<file path="src/rtl/sym_vn_lut_loader_pkg.sv">
// Shared definitions for the symmetric VN IB LUT loader: default sizes,
// page/frame width derivations, FSM state encoding and the bit offsets of
// the two bank fields inside an entry pair.
package sym_vn_lut_loader_pkg;

  localparam int DEF_QUAN_SIZE       = 3;
  localparam int DEF_ENTRY_ADDR      = 5;
  localparam int DEF_MULTI_FRAME_NUM = 2;

  // Frame offset width; at least one bit so the port never collapses.
  function automatic int frame_w_of(input int frames);
    return (frames > 1) ? $clog2(frames) : 1;
  endfunction

  // Page address width: whatever is left of the LUT address after the frame offset.
  function automatic int page_w_of(input int entry_addr, input int frames);
    return entry_addr - ((frames > 1) ? $clog2(frames) : 0);
  endfunction

  localparam int DEF_PAGE_W  = page_w_of(DEF_ENTRY_ADDR, DEF_MULTI_FRAME_NUM);
  localparam int DEF_FRAME_W = frame_w_of(DEF_MULTI_FRAME_NUM);

  // Entry pair layout: bank0 word in the low half, bank1 word directly above.
  localparam int ENTRY_BANK0_LSB = 0;

  function automatic int entry_bank1_lsb(input int quan);
    return ENTRY_BANK0_LSB + quan;
  endfunction

  typedef enum logic [1:0] {
    ST_IDLE = 2'd0,
    ST_LOAD = 2'd1,
    ST_DONE = 2'd2
  } load_state_t;

endpackage

</file>
<file path="src/rtl/sym_vn_lut_loader_if.sv">
// Entry stream (valid/ready) plus the LUT write bus driven by the loader.
// slave: the loader side. master: the source/observer side.
interface sym_vn_lut_loader_if
  import sym_vn_lut_loader_pkg::*;
#(
  parameter int QUAN_SIZE = DEF_QUAN_SIZE,
  parameter int PAGE_W    = DEF_PAGE_W,
  parameter int FRAME_W   = DEF_FRAME_W
) ();

  logic                   in_valid;
  logic [2*QUAN_SIZE-1:0] in_data;
  logic                   in_ready;
  logic                   we;
  logic [PAGE_W-1:0]      page_write_addr;
  logic [FRAME_W-1:0]     write_addr_offset;
  logic [QUAN_SIZE-1:0]   lut_in_bank0;
  logic [QUAN_SIZE-1:0]   lut_in_bank1;

  modport master (
    output in_valid, in_data,
    input  in_ready, we, page_write_addr, write_addr_offset, lut_in_bank0, lut_in_bank1
  );

  modport slave (
    input  in_valid, in_data,
    output in_ready, we, page_write_addr, write_addr_offset, lut_in_bank0, lut_in_bank1
  );

endinterface

</file>
<file path="src/rtl/sym_vn_lut_wr_cnt.sv">
// Page counter for the LUT loader: synchronous clear, increment, and a
// terminal-count flag raised while the counter sits on the last page.
// Incrementing past the last page wraps back to 0.
module sym_vn_lut_wr_cnt #(
  parameter int W = 4
) (
  input  logic         clk,
  input  logic         srst,
  input  logic         clr,
  input  logic         inc,
  output logic [W-1:0] count,
  output logic         tc
);

  logic [W-1:0] count_reg;

  // Clear has priority over increment so a new load always starts at page 0.
  always_ff @(posedge clk) begin
    if (srst) begin
      count_reg <= '0;
    end else if (clr) begin
      count_reg <= '0;
    end else if (inc) begin
      count_reg <= count_reg + 1'b1;
    end
  end

  assign count = count_reg;
  assign tc    = &count_reg;

endmodule

</file>
<file path="src/rtl/sym_vn_lut_loader.sv">
// Write-side producer for the dual-bank symmetric VN IB LUT wrapper.
// Takes a valid/ready stream of entry pairs and writes one full frame
// (2^PAGE_W pages) into both banks, one registered write per handshake.
// Optional checksum accumulator: define SYM_VN_LUT_LOADER_CKSUM_EN.
module sym_vn_lut_loader
  import sym_vn_lut_loader_pkg::*;
#(
  parameter int QUAN_SIZE       = DEF_QUAN_SIZE,
  parameter int ENTRY_ADDR      = DEF_ENTRY_ADDR,
  parameter int MULTI_FRAME_NUM = DEF_MULTI_FRAME_NUM,
  localparam int PAGE_W         = page_w_of(ENTRY_ADDR, MULTI_FRAME_NUM),
  localparam int FRAME_W        = frame_w_of(MULTI_FRAME_NUM)
) (
  input  logic                   write_clk,
  input  logic                   rst,
  input  logic                   load_start,
  input  logic [FRAME_W-1:0]     load_frame,
  output logic                   busy,
  output logic                   load_done,
  output logic [2*QUAN_SIZE-1:0] cksum,
  sym_vn_lut_loader_if.slave     bus
);

  localparam int BANK1_LSB = entry_bank1_lsb(QUAN_SIZE);

  load_state_t          state_reg;
  logic [FRAME_W-1:0]   frame_reg;
  logic                 in_ready_reg;
  logic                 we_reg;
  logic [PAGE_W-1:0]    page_addr_reg;
  logic [FRAME_W-1:0]   offset_reg;
  logic [QUAN_SIZE-1:0] bank0_reg;
  logic [QUAN_SIZE-1:0] bank1_reg;
  logic                 busy_reg;
  logic                 done_reg;

  logic                 start_accept;
  logic                 handshake;
  logic [PAGE_W-1:0]    page_count;
  logic                 page_last;

  assign start_accept = (state_reg == ST_IDLE) && load_start;
  assign handshake    = in_ready_reg && bus.in_valid;

  sym_vn_lut_wr_cnt #(
    .W (PAGE_W)
  ) u_wr_cnt (
    .clk   (write_clk),
    .srst  (rst),
    .clr   (start_accept),
    .inc   (handshake),
    .count (page_count),
    .tc    (page_last)
  );

  // Load sequencer with registered LUT write bus, ready, busy and done.
  always_ff @(posedge write_clk) begin
    if (rst) begin
      state_reg     <= ST_IDLE;
      frame_reg     <= '0;
      in_ready_reg  <= 1'b0;
      we_reg        <= 1'b0;
      page_addr_reg <= '0;
      offset_reg    <= '0;
      bank0_reg     <= '0;
      bank1_reg     <= '0;
      busy_reg      <= 1'b0;
      done_reg      <= 1'b0;
    end else begin
      we_reg   <= 1'b0;
      done_reg <= 1'b0;
      case (state_reg)
        ST_IDLE: begin
          // busy stays up through the load_done cycle and falls after it
          busy_reg <= load_start;
          if (load_start) begin
            state_reg    <= ST_LOAD;
            frame_reg    <= load_frame;
            in_ready_reg <= 1'b1;
          end
        end
        ST_LOAD: begin
          if (handshake) begin
            we_reg        <= 1'b1;
            page_addr_reg <= page_count;
            offset_reg    <= frame_reg;
            bank0_reg     <= bus.in_data[ENTRY_BANK0_LSB +: QUAN_SIZE];
            bank1_reg     <= bus.in_data[BANK1_LSB +: QUAN_SIZE];
            if (page_last) begin
              in_ready_reg <= 1'b0;
              state_reg    <= ST_DONE;
            end
          end
        end
        ST_DONE: begin
          done_reg  <= 1'b1;
          state_reg <= ST_IDLE;
        end
        default: begin
          state_reg    <= ST_IDLE;
          in_ready_reg <= 1'b0;
        end
      endcase
    end
  end

`ifdef SYM_VN_LUT_LOADER_CKSUM_EN
  logic [2*QUAN_SIZE-1:0] cksum_reg;

  // XOR of every entry pair accepted since the last start.
  always_ff @(posedge write_clk) begin
    if (rst) begin
      cksum_reg <= '0;
    end else if (start_accept) begin
      cksum_reg <= '0;
    end else if (handshake) begin
      cksum_reg <= cksum_reg ^ bus.in_data;
    end
  end

  assign cksum = cksum_reg;
`else
  assign cksum = '0;
`endif

  assign bus.in_ready          = in_ready_reg;
  assign bus.we                = we_reg;
  assign bus.page_write_addr   = page_addr_reg;
  assign bus.write_addr_offset = offset_reg;
  assign bus.lut_in_bank0      = bank0_reg;
  assign bus.lut_in_bank1      = bank1_reg;
  assign busy                  = busy_reg;
  assign load_done             = done_reg;

endmodule

</file>
<file path="src/flat_wrapper.sv">
// flat-port wrapper written by rule: the top's interface ports become plain ports
module sym_vn_lut_loader_flat import sym_vn_lut_loader_pkg::*;
#(
  parameter int QUAN_SIZE       = DEF_QUAN_SIZE,
  parameter int ENTRY_ADDR      = DEF_ENTRY_ADDR,
  parameter int MULTI_FRAME_NUM = DEF_MULTI_FRAME_NUM,
  localparam int PAGE_W         = page_w_of(ENTRY_ADDR, MULTI_FRAME_NUM),
  localparam int FRAME_W        = frame_w_of(MULTI_FRAME_NUM)
)
  (write_clk, rst, load_start, load_frame, busy, load_done, cksum, bus_in_valid, bus_in_data, bus_in_ready, bus_we, bus_page_write_addr, bus_write_addr_offset, bus_lut_in_bank0, bus_lut_in_bank1);
  sym_vn_lut_loader_if #(.QUAN_SIZE(QUAN_SIZE)) bus_i ();
  input  logic write_clk;
  input  logic rst;
  input  logic load_start;
  input  logic [FRAME_W-1:0] load_frame;
  output logic busy;
  output logic load_done;
  output logic [2*QUAN_SIZE-1:0] cksum;
  input wire logic [$bits(bus_i.in_valid)-1:0] bus_in_valid;
  input wire logic [$bits(bus_i.in_data)-1:0] bus_in_data;
  output wire logic [$bits(bus_i.in_ready)-1:0] bus_in_ready;
  output wire logic [$bits(bus_i.we)-1:0] bus_we;
  output wire logic [$bits(bus_i.page_write_addr)-1:0] bus_page_write_addr;
  output wire logic [$bits(bus_i.write_addr_offset)-1:0] bus_write_addr_offset;
  output wire logic [$bits(bus_i.lut_in_bank0)-1:0] bus_lut_in_bank0;
  output wire logic [$bits(bus_i.lut_in_bank1)-1:0] bus_lut_in_bank1;
  assign bus_i.in_valid = bus_in_valid;
  assign bus_i.in_data = bus_in_data;
  assign bus_in_ready = bus_i.in_ready;
  assign bus_we = bus_i.we;
  assign bus_page_write_addr = bus_i.page_write_addr;
  assign bus_write_addr_offset = bus_i.write_addr_offset;
  assign bus_lut_in_bank0 = bus_i.lut_in_bank0;
  assign bus_lut_in_bank1 = bus_i.lut_in_bank1;
  sym_vn_lut_loader #(.QUAN_SIZE(QUAN_SIZE), .ENTRY_ADDR(ENTRY_ADDR), .MULTI_FRAME_NUM(MULTI_FRAME_NUM)) u_core (.write_clk(write_clk), .rst(rst), .load_start(load_start), .load_frame(load_frame), .busy(busy), .load_done(load_done), .cksum(cksum), .bus(bus_i));
endmodule
</file>
<file path="config.mk">
export PLATFORM = sky130hd
export DESIGN_NAME = sym_vn_lut_loader_flat
export DESIGN_NICKNAME = d
export VERILOG_FILES = /design/src/rtl/sym_vn_lut_loader_pkg.sv /design/src/rtl/sym_vn_lut_loader_if.sv /design/src/rtl/sym_vn_lut_wr_cnt.sv /design/src/rtl/sym_vn_lut_loader.sv /design/src/flat_wrapper.sv
export SDC_FILE = /design/constraint.sdc
export NUM_CORES = 1
export LEC_CHECK = 0
export ABC_AREA = 1
export ABC_CLOCK_PERIOD_IN_PS = 2400
export CAP_MARGIN = 20
export CORE_AREA = 8 8 59 61
export DETAILED_ROUTE_END_ITERATION = 16
export DIE_AREA = 0 0 67 69
export PLACE_DENSITY = 0.79
export SLEW_MARGIN = 30
export SYNTH_ARGS = -nofsm -noshare
export SYNTH_HDL_FRONTEND = slang
export SYNTH_SLANG_ARGS = --single-unit
</file>
<file path="constraint.sdc">
create_clock -name write_clk -period 2.4 [get_ports write_clk]
set_input_delay 0.36 -clock write_clk [delete_from_list [all_inputs] [get_ports write_clk]]
set_output_delay 0.36 -clock write_clk [all_outputs]
set_load 0.005 [all_outputs]
</file>
==> results.sh, run 1 <==
export IMPL_status="finished, final reports clean"
export IMPL_fin_ws_ps=819
export IMPL_rows=19
export IMPL_slew_viol_final=0
export IMPL_cp_buffers_inverters=1
export IMPL_core_area_um2=2620
export IMPL_synth_area_leaders="dfxtp_1 45%, nand2_1 14%, nor2_1 9.3%"
export IMPL_worst_setup_path_end_kind="output pin"
export IMPL_drive_gt1_frac=0.0813
export IMPL_ctsHoldBuffers=0
export IMPL_area_delta_synth_final_pct=28.0
export IMPL_seq_area_frac_synth=0.455
export IMPL_ant_nets=0
export IMPL_die_area_um2=4620
export IMPL_gp_congestion=0.816
export IMPL_drtIter0Drc=50
export IMPL_grt_overflow_total=0
export IMPL_port_buffers=25
export IMPL_hp_class="reg2reg"
export IMPL_fin_crit_ps=1580
export IMPL_route_met2_wl_um=860
export IMPL_avgSynthCellArea_um2=7.17
export IMPL_finalNonFillerCells=191
export IMPL_dr_wl_met3_um=166
export IMPL_fmax_mhz=633
export IMPL_synth_cells=135
export IMPL_final_area_um2=1240
export IMPL_die_h_um=69
export IMPL_cp_slowest_cell="clkdlybuf4s50_1"
export IMPL_rr_worst_depth=5
export IMPL_finalClockSkew_ps=8.61
export IMPL_dp_slack_ps=726
export IMPL_antenna_found_initial=0
export IMPL_cts_tree="built"
export IMPL_cp_num_cells=1
export IMPL_setup_viol=0
export IMPL_power_density_nw_per_um2=549
export IMPL_post_route_drc_count=0
export IMPL_path_cells="clkdlybuf4s50_1"
export IMPL_rr_endpoint="u_core.bus.lut_in_bank1[0]"
export IMPL_dp_cells=187
export IMPL_ios=32
export IMPL_numCtsBuffers=3
export IMPL_die_w_um=67
export IMPL_maxCapViolCount=0
export IMPL_clockBufferDepth=2
export IMPL_synth_cell_types=18
export IMPL_crit_path_end="bus_in_ready"
export IMPL_required_ps=2040
export IMPL_top_layer_used="met4"
export IMPL_routedLengthMet1_um=825
export IMPL_power_leakage_uw=0.000526
export IMPL_grt_pass1_wl_mm=3.16
export IMPL_grt_util_all_layers=0.0817
export IMPL_cp_startpoint="u_core.bus.in_ready"
export IMPL_clk_transition_reported_paths_ps=110
export IMPL_nets=173
export IMPL_crit_family="buffers and inverters"
export IMPL_yosysTopAreaCell="dfxtp_1"
export IMPL_r2r_setup_slack_ps=1180
export IMPL_dp_hpwl_mm=1.47
export IMPL_synth_top_area_frac=0.455
export IMPL_num_antenna_cells=0
export IMPL_synth_seq_cells=22
export IMPL_fin_util=0.474
export IMPL_max_stage_delay_ps=530
export IMPL_critPathKind="reg2out"
export IMPL_clkLatencyLatePin_ps=300
export IMPL_hold_viol_final=0
export IMPL_setup_tns_ps=0
export IMPL_cp_arrival_ps=1220
export IMPL_first_global_vias=767
export IMPL_h_tree_depth=1
export IMPL_first_pass_iters=4
export IMPL_vias=815
export IMPL_wire_per_inst_um=9.82
export IMPL_start_util=0.370
export IMPL_postCtsSetupBuffers=0
export IMPL_wl_mm=1.88
export IMPL_grt_max_degree=21
export IMPL_cts_sink_count=22
export IMPL_ir_drop_v=0.000335
export IMPL_finalCritPeriodShare=0.659
export IMPL_start_kind="register"
export IMPL_syn_cell_area_um2=968
export IMPL_yosys_warnings=0
export IMPL_reg2reg_from="u_core.state_reg[0]"
export IMPL_dpl_cell_area_um2=1200
export IMPL_vias_per_cell=4.27
export IMPL_rsz0062_at_grt="false"
export IMPL_cts_resized=0
export IMPL_root_buffer="clkbuf_4"
export IMPL_cp_max_fo=4
worst min path at each step:
stage / from / slack, ps / end / cells past startpoint
5_1_grt: u_core.busy / 520 / u_core.busy / 2
3_3_place_gp: u_core.frame_reg / 450 / u_core.frame_reg / 2
4_1_cts: u_core.frame_reg / 480 / u_core.frame_reg / 2
2_1_floorplan: rst / 430 / u_core.busy / 1
6_report: u_core.frame_reg / 480 / u_core.frame_reg / 2
3_5_place_dp: u_core.frame_reg / 460 / u_core.frame_reg / 2
synthesized netlist by cell type, drive strengths merged:
cell type,count
conb,1
o21ai,1
ha,1
dfxtp,22
o211ai,1
nand2,39
nand3,7
buf,9
nor3,2
inv,18
nor3b,1
a21oi,5
nor2,28
through the flow:
step           total power [µW]  hold slack [ps]
2_1_floorplan               454              429
3_3_place_gp                487              453
3_5_place_dp                489              460
4_1_cts                     689              478
5_1_grt                     719              521
6_report                    681              475
cell families (layout without fill, tap and decap cells):
family | Yosys count | in the layout | share of synthesized area
compound gates | 7 | 7 | 0.0388
fa+ha+maj | 1 | 1 | 0.0129
buf+inv | 27 | 47 | 0.145
flops | 22 | 22 | 0.455
other cells | 1 | 6 | 0.00387
simple gates | 77 | 77 | 0.345
tightest hold or removal path, delay by kind of cell (launching register included):
kind,cells,cell delay [ps]
AOI/OAI and AO/OA,1,50
and+or+nand+nor,1,60
DFF,1,330
per-layer routing:
layer	global-route usage	up-vias
li1	-	444
met5	0	-
met4	0.0279	0
met3	0.0275	2
met2	0.133	20
met1	0.0957	349
area by class of cell:
type / instances / area, µm²
Fill cell: 259 / 1380
Sequential cell: 22 / 440
Multi-Input combinational cell: 91 / 407
Timing Repair Buffer: 25 / 250
Inverter: 18 / 67.6
Tap cell: 31 / 38.8
Clock buffer: 4 / 36.3
cell usage in the layout (no fill, tap or decap), types with 3 or more instances in the layout:
cell type | synthesis | layout
nor2_1 | 24 | 24
clkdlybuf4s50_1 | 0 | 25
a21oi_1 | 5 | 5
nand2_1 | 35 | 35
clkbuf_4 | 0 | 3
dfxtp_1 | 22 | 22
conb_1 | 1 | 6
inv_1 | 18 | 18
nor2_2 | 3 | 3
nand2_2 | 4 | 4
nand3_1 | 7 | 7
power by group:
part	internal [µW]	leakage, µW	switching [µW]
sequential	378	0.000179	9.87
clock	92.5	0.0000210	108
combinational	47.4	0.000326	45.5
total	518	0.000526	163
No activity file was read; power rests on OpenSTA's default activity.
==> run 2, diff against run 1 <==
ABC_CLOCK_PERIOD_IN_PS = 1600   (was 2400)
clock period = 1.6 ns   (was 2.4 ns; I/O delays follow)
==> results.sh, run 2 (synthesis gave the netlist of run 1 again) <==
export IMPL_start_util=0.370
export IMPL_cts_tree="built"
export IMPL_clkLatencyLatePin_ps=300
export IMPL_share_comb_of_total_power=0.142
export IMPL_vias_per_cell=4.26
export IMPL_num_antenna_cells=0
export IMPL_numCtsBuffers=3
export IMPL_cp_slowest_cell="clkdlybuf4s50_1"
export IMPL_path_cells="clkdlybuf4s50_1"
export IMPL_slew_viol_final=0
export IMPL_gp_congestion=0.867
export IMPL_cp_max_fo=4
export IMPL_wire_per_inst_um=10.2
export IMPL_seqPwrFrac=0.569
export IMPL_dp_hpwl_mm=1.52
export IMPL_die_w_um=67
export IMPL_start_kind="register"
export IMPL_port_buffers=25
export IMPL_die_h_um=69
export IMPL_grt_util_all_layers=0.0861
export IMPL_antenna_found_initial=0
export IMPL_ir_drop_v=0.000442
export IMPL_setup_tns_ps=0
export IMPL_root_buffer="clkbuf_4"
export IMPL_vias=823
export IMPL_power_density_nw_per_um2=807
export IMPL_ios=32
export IMPL_crit_family="buffers and inverters"
export IMPL_fin_crit_ps=1460
export IMPL_most_common_layout_cells="35 x nand2_1, 25 x clkdlybuf4s50_1, 24 x nor2_1, 22 x dfxtp_1, 18 x inv_1"
export IMPL_maxCapViolCount=0
export IMPL_first_global_vias=815
export IMPL_nets=175
export IMPL_post_route_drc_count=0
export IMPL_p_switching_uw=241
export IMPL_rsz0062_at_grt="false"
export IMPL_rows=19
export IMPL_hold_viol_final=0
export IMPL_ctsHoldBuffers=0
export IMPL_wl_mm=1.96
export IMPL_p_sw_frac=0.236
export IMPL_die_area_um2=4620
export IMPL_power_frac_clock=0.289
export IMPL_grt_overflow_total=0
export IMPL_status="finished, final reports clean"
export IMPL_grt_pass1_wl_mm=3.31
export IMPL_cp_arrival_ps=1220
export IMPL_power_leakage_uw=0.000539
export IMPL_area_delta_synth_final_pct=30.9
export IMPL_clockBufferDepth=2
export IMPL_fin_util=0.485
export IMPL_max_stage_delay_ps=530
export IMPL_cts_resized=0
export IMPL_worst_setup_path_end_kind="output pin"
export IMPL_final_common_cell="nand2_1"
export IMPL_cp_buffers_inverters=1
export IMPL_internal_power_uw=781
export IMPL_h_tree_depth=1
export IMPL_finalClockSkew_ps=2.36
export IMPL_hp_class="reg2reg"
export IMPL_setup_viol=0
export IMPL_core_area_um2=2620
export IMPL_postCtsSetupBuffers=0
export IMPL_critPathKind="reg2out"
export IMPL_drtIter0Drc=51
export IMPL_fmax_mhz=685
export IMPL_clk_transition_reported_paths_ps=120
export IMPL_first_pass_iters=4
export IMPL_cts_sink_count=22
export IMPL_required_ps=1360
export IMPL_ant_nets=0
export IMPL_drive_gt1_frac=0.0926
export IMPL_finalCritPeriodShare=0.913
export IMPL_grt_max_degree=21
run 2: changes by cell type in the layout (fill, tap and decap cells not counted), sizes merged:
cell	previous run	this run
buf	0	2
run 2: power groups by stage:
stage               clock network [µW]  logic, µW  registers, µW
floorplan                            0       87.5            594
global placement                     0        141            594
detailed placement                   0        145            595
CTS                                309        146            582
global route                       331        165            585
finish                             296        145            582
run 2: routing by layer:
metal,part of all wire,vias up,track usage
met3,0.11,2,0.0339
met4,0.0071,0,0.0395
li1,-,446,-
met2,0.48,20,0.146
met1,0.41,355,0.0891
met5,0,-,0
run 2: layout make-up:
| cell class | count | area (µm²) |
|---|---|---|
| Fill cell | 266 | 1350 |
| Sequential cell | 22 | 440 |
| Multi-Input combinational cell | 91 | 407 |
| Timing Repair Buffer | 27 | 278 |
| Inverter | 18 | 67.6 |
| Tap cell | 31 | 38.8 |
| Clock buffer | 4 | 36.3 |
run 2: final timing paths:
path	depth (start not counted)	to	slack, ps	startpoint
hold reg to reg	2	u_core.frame_reg	480	u_core.frame_reg
setup / recovery	1	bus_in_ready	140	u_core.bus.in_ready
setup reg to reg	6	u_core.bus.in_ready	500	u_core.u_wr_cnt.count[0]
hold / removal	2	u_core.frame_reg	480	u_core.frame_reg
run 2: worst register-to-register path: cells and delay by family (launching register included):
family,cells,cell delay [ps]
adder cells (fa/ha/maj),1,230
flip-flops,1,420
AND/OR/NAND/NOR,4,340
buffers and inverters,1,30
run 2: stage by stage:
| step | power, µW | setup slack [ps] | cell area, µm² | cells | hold WS (ps) |
|---|---|---|---|---|---|
| floorplan | 681 | 604 | 987 | 140 | 309 |
| global placement | 735 | 205 | 1230 | 189 | 454 |
| detailed placement | 739 | 175 | 1230 | 189 | 461 |
| CTS | 1040 | 113 | 1270 | 193 | 478 |
| global route | 1080 | 71.3 | 1270 | 193 | 517 |
| finish | 1020 | 140 | 1270 | 193 | 477 |
==> run 3, diff against run 2 <==
CORE_AREA = 8 8 58 60   (was 8 8 59 61)
DIE_AREA = 0 0 66 68   (was 0 0 67 69)
HOLD_SLACK_MARGIN = 0.1   (was unset)
PLACE_DENSITY = 0.8   (was 0.79)
SYNTH_HIERARCHICAL = 1   (was unset)
==> results.sh, run 3 <==
export IMPL_status="finished, final reports clean"
export IMPL_nets=155
export IMPL_drive_gt1_frac=0.169
export IMPL_first_global_vias=743
export IMPL_max_stage_delay_ps=520
export IMPL_most_common_layout_cells="34 x nand2_1, 25 x clkdlybuf4s50_1, 22 x dfxtp_1, 10 x a21oi_2"
export IMPL_ys_top_cells_by_count="34 x nand2_1, 22 x dfxtp_1, 10 x a21oi_2"
export IMPL_clk_transition_reported_paths_ps=130
export IMPL_port_buffers=25
export IMPL_setup_viol=0
export IMPL_yosysTopAreaCell="dfxtp_1"
export IMPL_wire_per_inst_um=11.7
export IMPL_avgSynthCellArea_um2=8.11
export IMPL_die_w_um=66
export IMPL_synth_top_area_frac=0.476
export IMPL_synth_flop_cell="dfxtp_1"
export IMPL_cp_buffers_inverters=1
export IMPL_synth_area_leaders="dfxtp_1 48%, nand2_1 14%, a21oi_2 9.5%"
export IMPL_area_delta_synth_final_pct=33.8
export IMPL_path_cells="clkdlybuf4s50_1"
export IMPL_dpl_cell_area_um2=1180
export IMPL_maxCapViolCount=0
export IMPL_num_antenna_cells=0
export IMPL_required_ps=1360
export IMPL_grt_util_all_layers=0.0892
export IMPL_crit_family="buffers and inverters"
export IMPL_ir_drop_v=0.000444
export IMPL_h_tree_depth=1
export IMPL_drtIter0Drc=18
export IMPL_rsz0062_at_grt="false"
export IMPL_root_buffer="clkbuf_4"
export IMPL_worst_setup_path_end_kind="output pin"
export IMPL_synth_top_family_by_area="simple AND/OR/NAND/NOR gates"
export IMPL_numCtsBuffers=3
export IMPL_die_area_um2=4490
export IMPL_vias=793
export IMPL_synth_most_common_cell="nand2_1"
export IMPL_synth_edff_count=0
export IMPL_synth_seq_cells=22
export IMPL_start_util=0.360
export IMPL_critPathKind="reg2out"
export IMPL_synth_cells=114
export IMPL_clockBufferDepth=2
export IMPL_setup_tns_ps=0
export IMPL_cp_max_fo=2
export IMPL_whs_ps=476
export IMPL_cts_sink_count=22
export IMPL_first_pass_iters=4
export IMPL_hold_viol_final=0
export IMPL_gp_congestion=0.836
export IMPL_final_area_um2=1240
export IMPL_slew_viol_final=0
export IMPL_start_kind="register"
export IMPL_ant_nets=0
export IMPL_fmax_mhz=699
export IMPL_post_route_drc_count=0
export IMPL_rows=19
export IMPL_cp_slowest_cell="clkdlybuf4s50_1"
export IMPL_cts_resized=0
export IMPL_finalClockSkew_ps=9.07
export IMPL_core_area_um2=2570
export IMPL_power_leakage_uw=0.000462
export IMPL_synthArstFlopShare=0
export IMPL_synthXorXnorAreaFrac=0
export IMPL_power_density_nw_per_um2=902
export IMPL_synth_mux_area_frac=0
export IMPL_grt_max_degree=14
export IMPL_synth_cell_types=20
export IMPL_finalCritPeriodShare=0.895
export IMPL_vias_per_cell=4.58
export IMPL_seq_area_frac_synth=0.476
export IMPL_syn_cell_area_um2=925
export IMPL_wl_mm=2.02
export IMPL_fin_crit_ps=1430
export IMPL_synth_compound_area_frac=0.161
export IMPL_grt_overflow_total=0
export IMPL_ios=32
export IMPL_ctsHoldBuffers=0
export IMPL_hp_class="reg2reg"
export IMPL_antenna_found_initial=0
export IMPL_die_h_um=68
export IMPL_cp_arrival_ps=1190
export IMPL_dp_hpwl_mm=1.64
export IMPL_cts_tree="built"
export IMPL_clkLatencyLatePin_ps=310
export IMPL_synthSimpleGateAreaFrac=0.229
export IMPL_postCtsSetupBuffers=0
export IMPL_yosys_warnings=6
export IMPL_grt_pass1_wl_mm=3.14
export IMPL_synthAdderAreaFrac=0.0135
export IMPL_final_common_cell="nand2_1"
-- run 3: kinds of logic (layout without fill, tap and decap cells) --
| logic type | after synthesis | in the layout |
|---|---|---|
| adders and majority gates | 1 | 1 |
| AOI/OAI and AO/OA | 22 | 22 |
| and+or+nand+nor | 50 | 50 |
| buffers and inverters | 18 | 41 |
| DFF | 22 | 22 |
| other | 1 | 6 |
-- run 3: final cells by class --
cell class / count / area [µm²]
Fill cell: 256 / 1330
Sequential cell: 22 / 440
Multi-Input combinational cell: 79 / 395
Timing Repair Buffer: 29 / 280
Tap cell: 31 / 38.8
Clock inverter: 1 / 30.0
Inverter: 8 / 30.0
Clock buffer: 3 / 22.5
-- run 3: power by group --
group / internal, µW / switching, µW
registers: 562 / 11.9
clock network: 253 / 172
logic: 58.8 / 57.8
total: 874 / 242
-- run 3: layer usage --
layer | GRT usage | part of all wire | up-vias
li1 | - | - | 405
met1 | 0.0893 | 0.40 | 366
met2 | 0.169 | 0.54 | 18
met3 | 0.00982 | 0.034 | 4
met4 | 0.0640 | 0.025 | 0
met5 | 0 | 0 | -
-- run 3: final timing paths --
| check | from | to | slack [ps] | cells past startpoint |
|---|---|---|---|---|
| min | u_core/bus.lut_in_bank0[1] | u_core/bus.lut_in_bank0[1] | 480 | 2 |
| min reg2reg | u_core/bus.lut_in_bank0[1] | u_core/bus.lut_in_bank0[1] | 480 | 2 |
| max | u_core/bus.lut_in_bank0[2] | bus_lut_in_bank0[2] | 170 | 1 |
| max reg2reg | u_core/u_wr_cnt/count[0] | u_core/bus.in_ready | 240 | 7 |
-- run 3: metrics by stage --
step	worst slack, ps	utilization	power [µW]	cells
after global routing	100	0.482	1160	173
after CTS	153	0.482	1120	173
after floorplan	395	-	655	119
after detailed placement	106	0.462	702	169
after global placement	158	0.462	698	169
final	168	0.482	1120	173
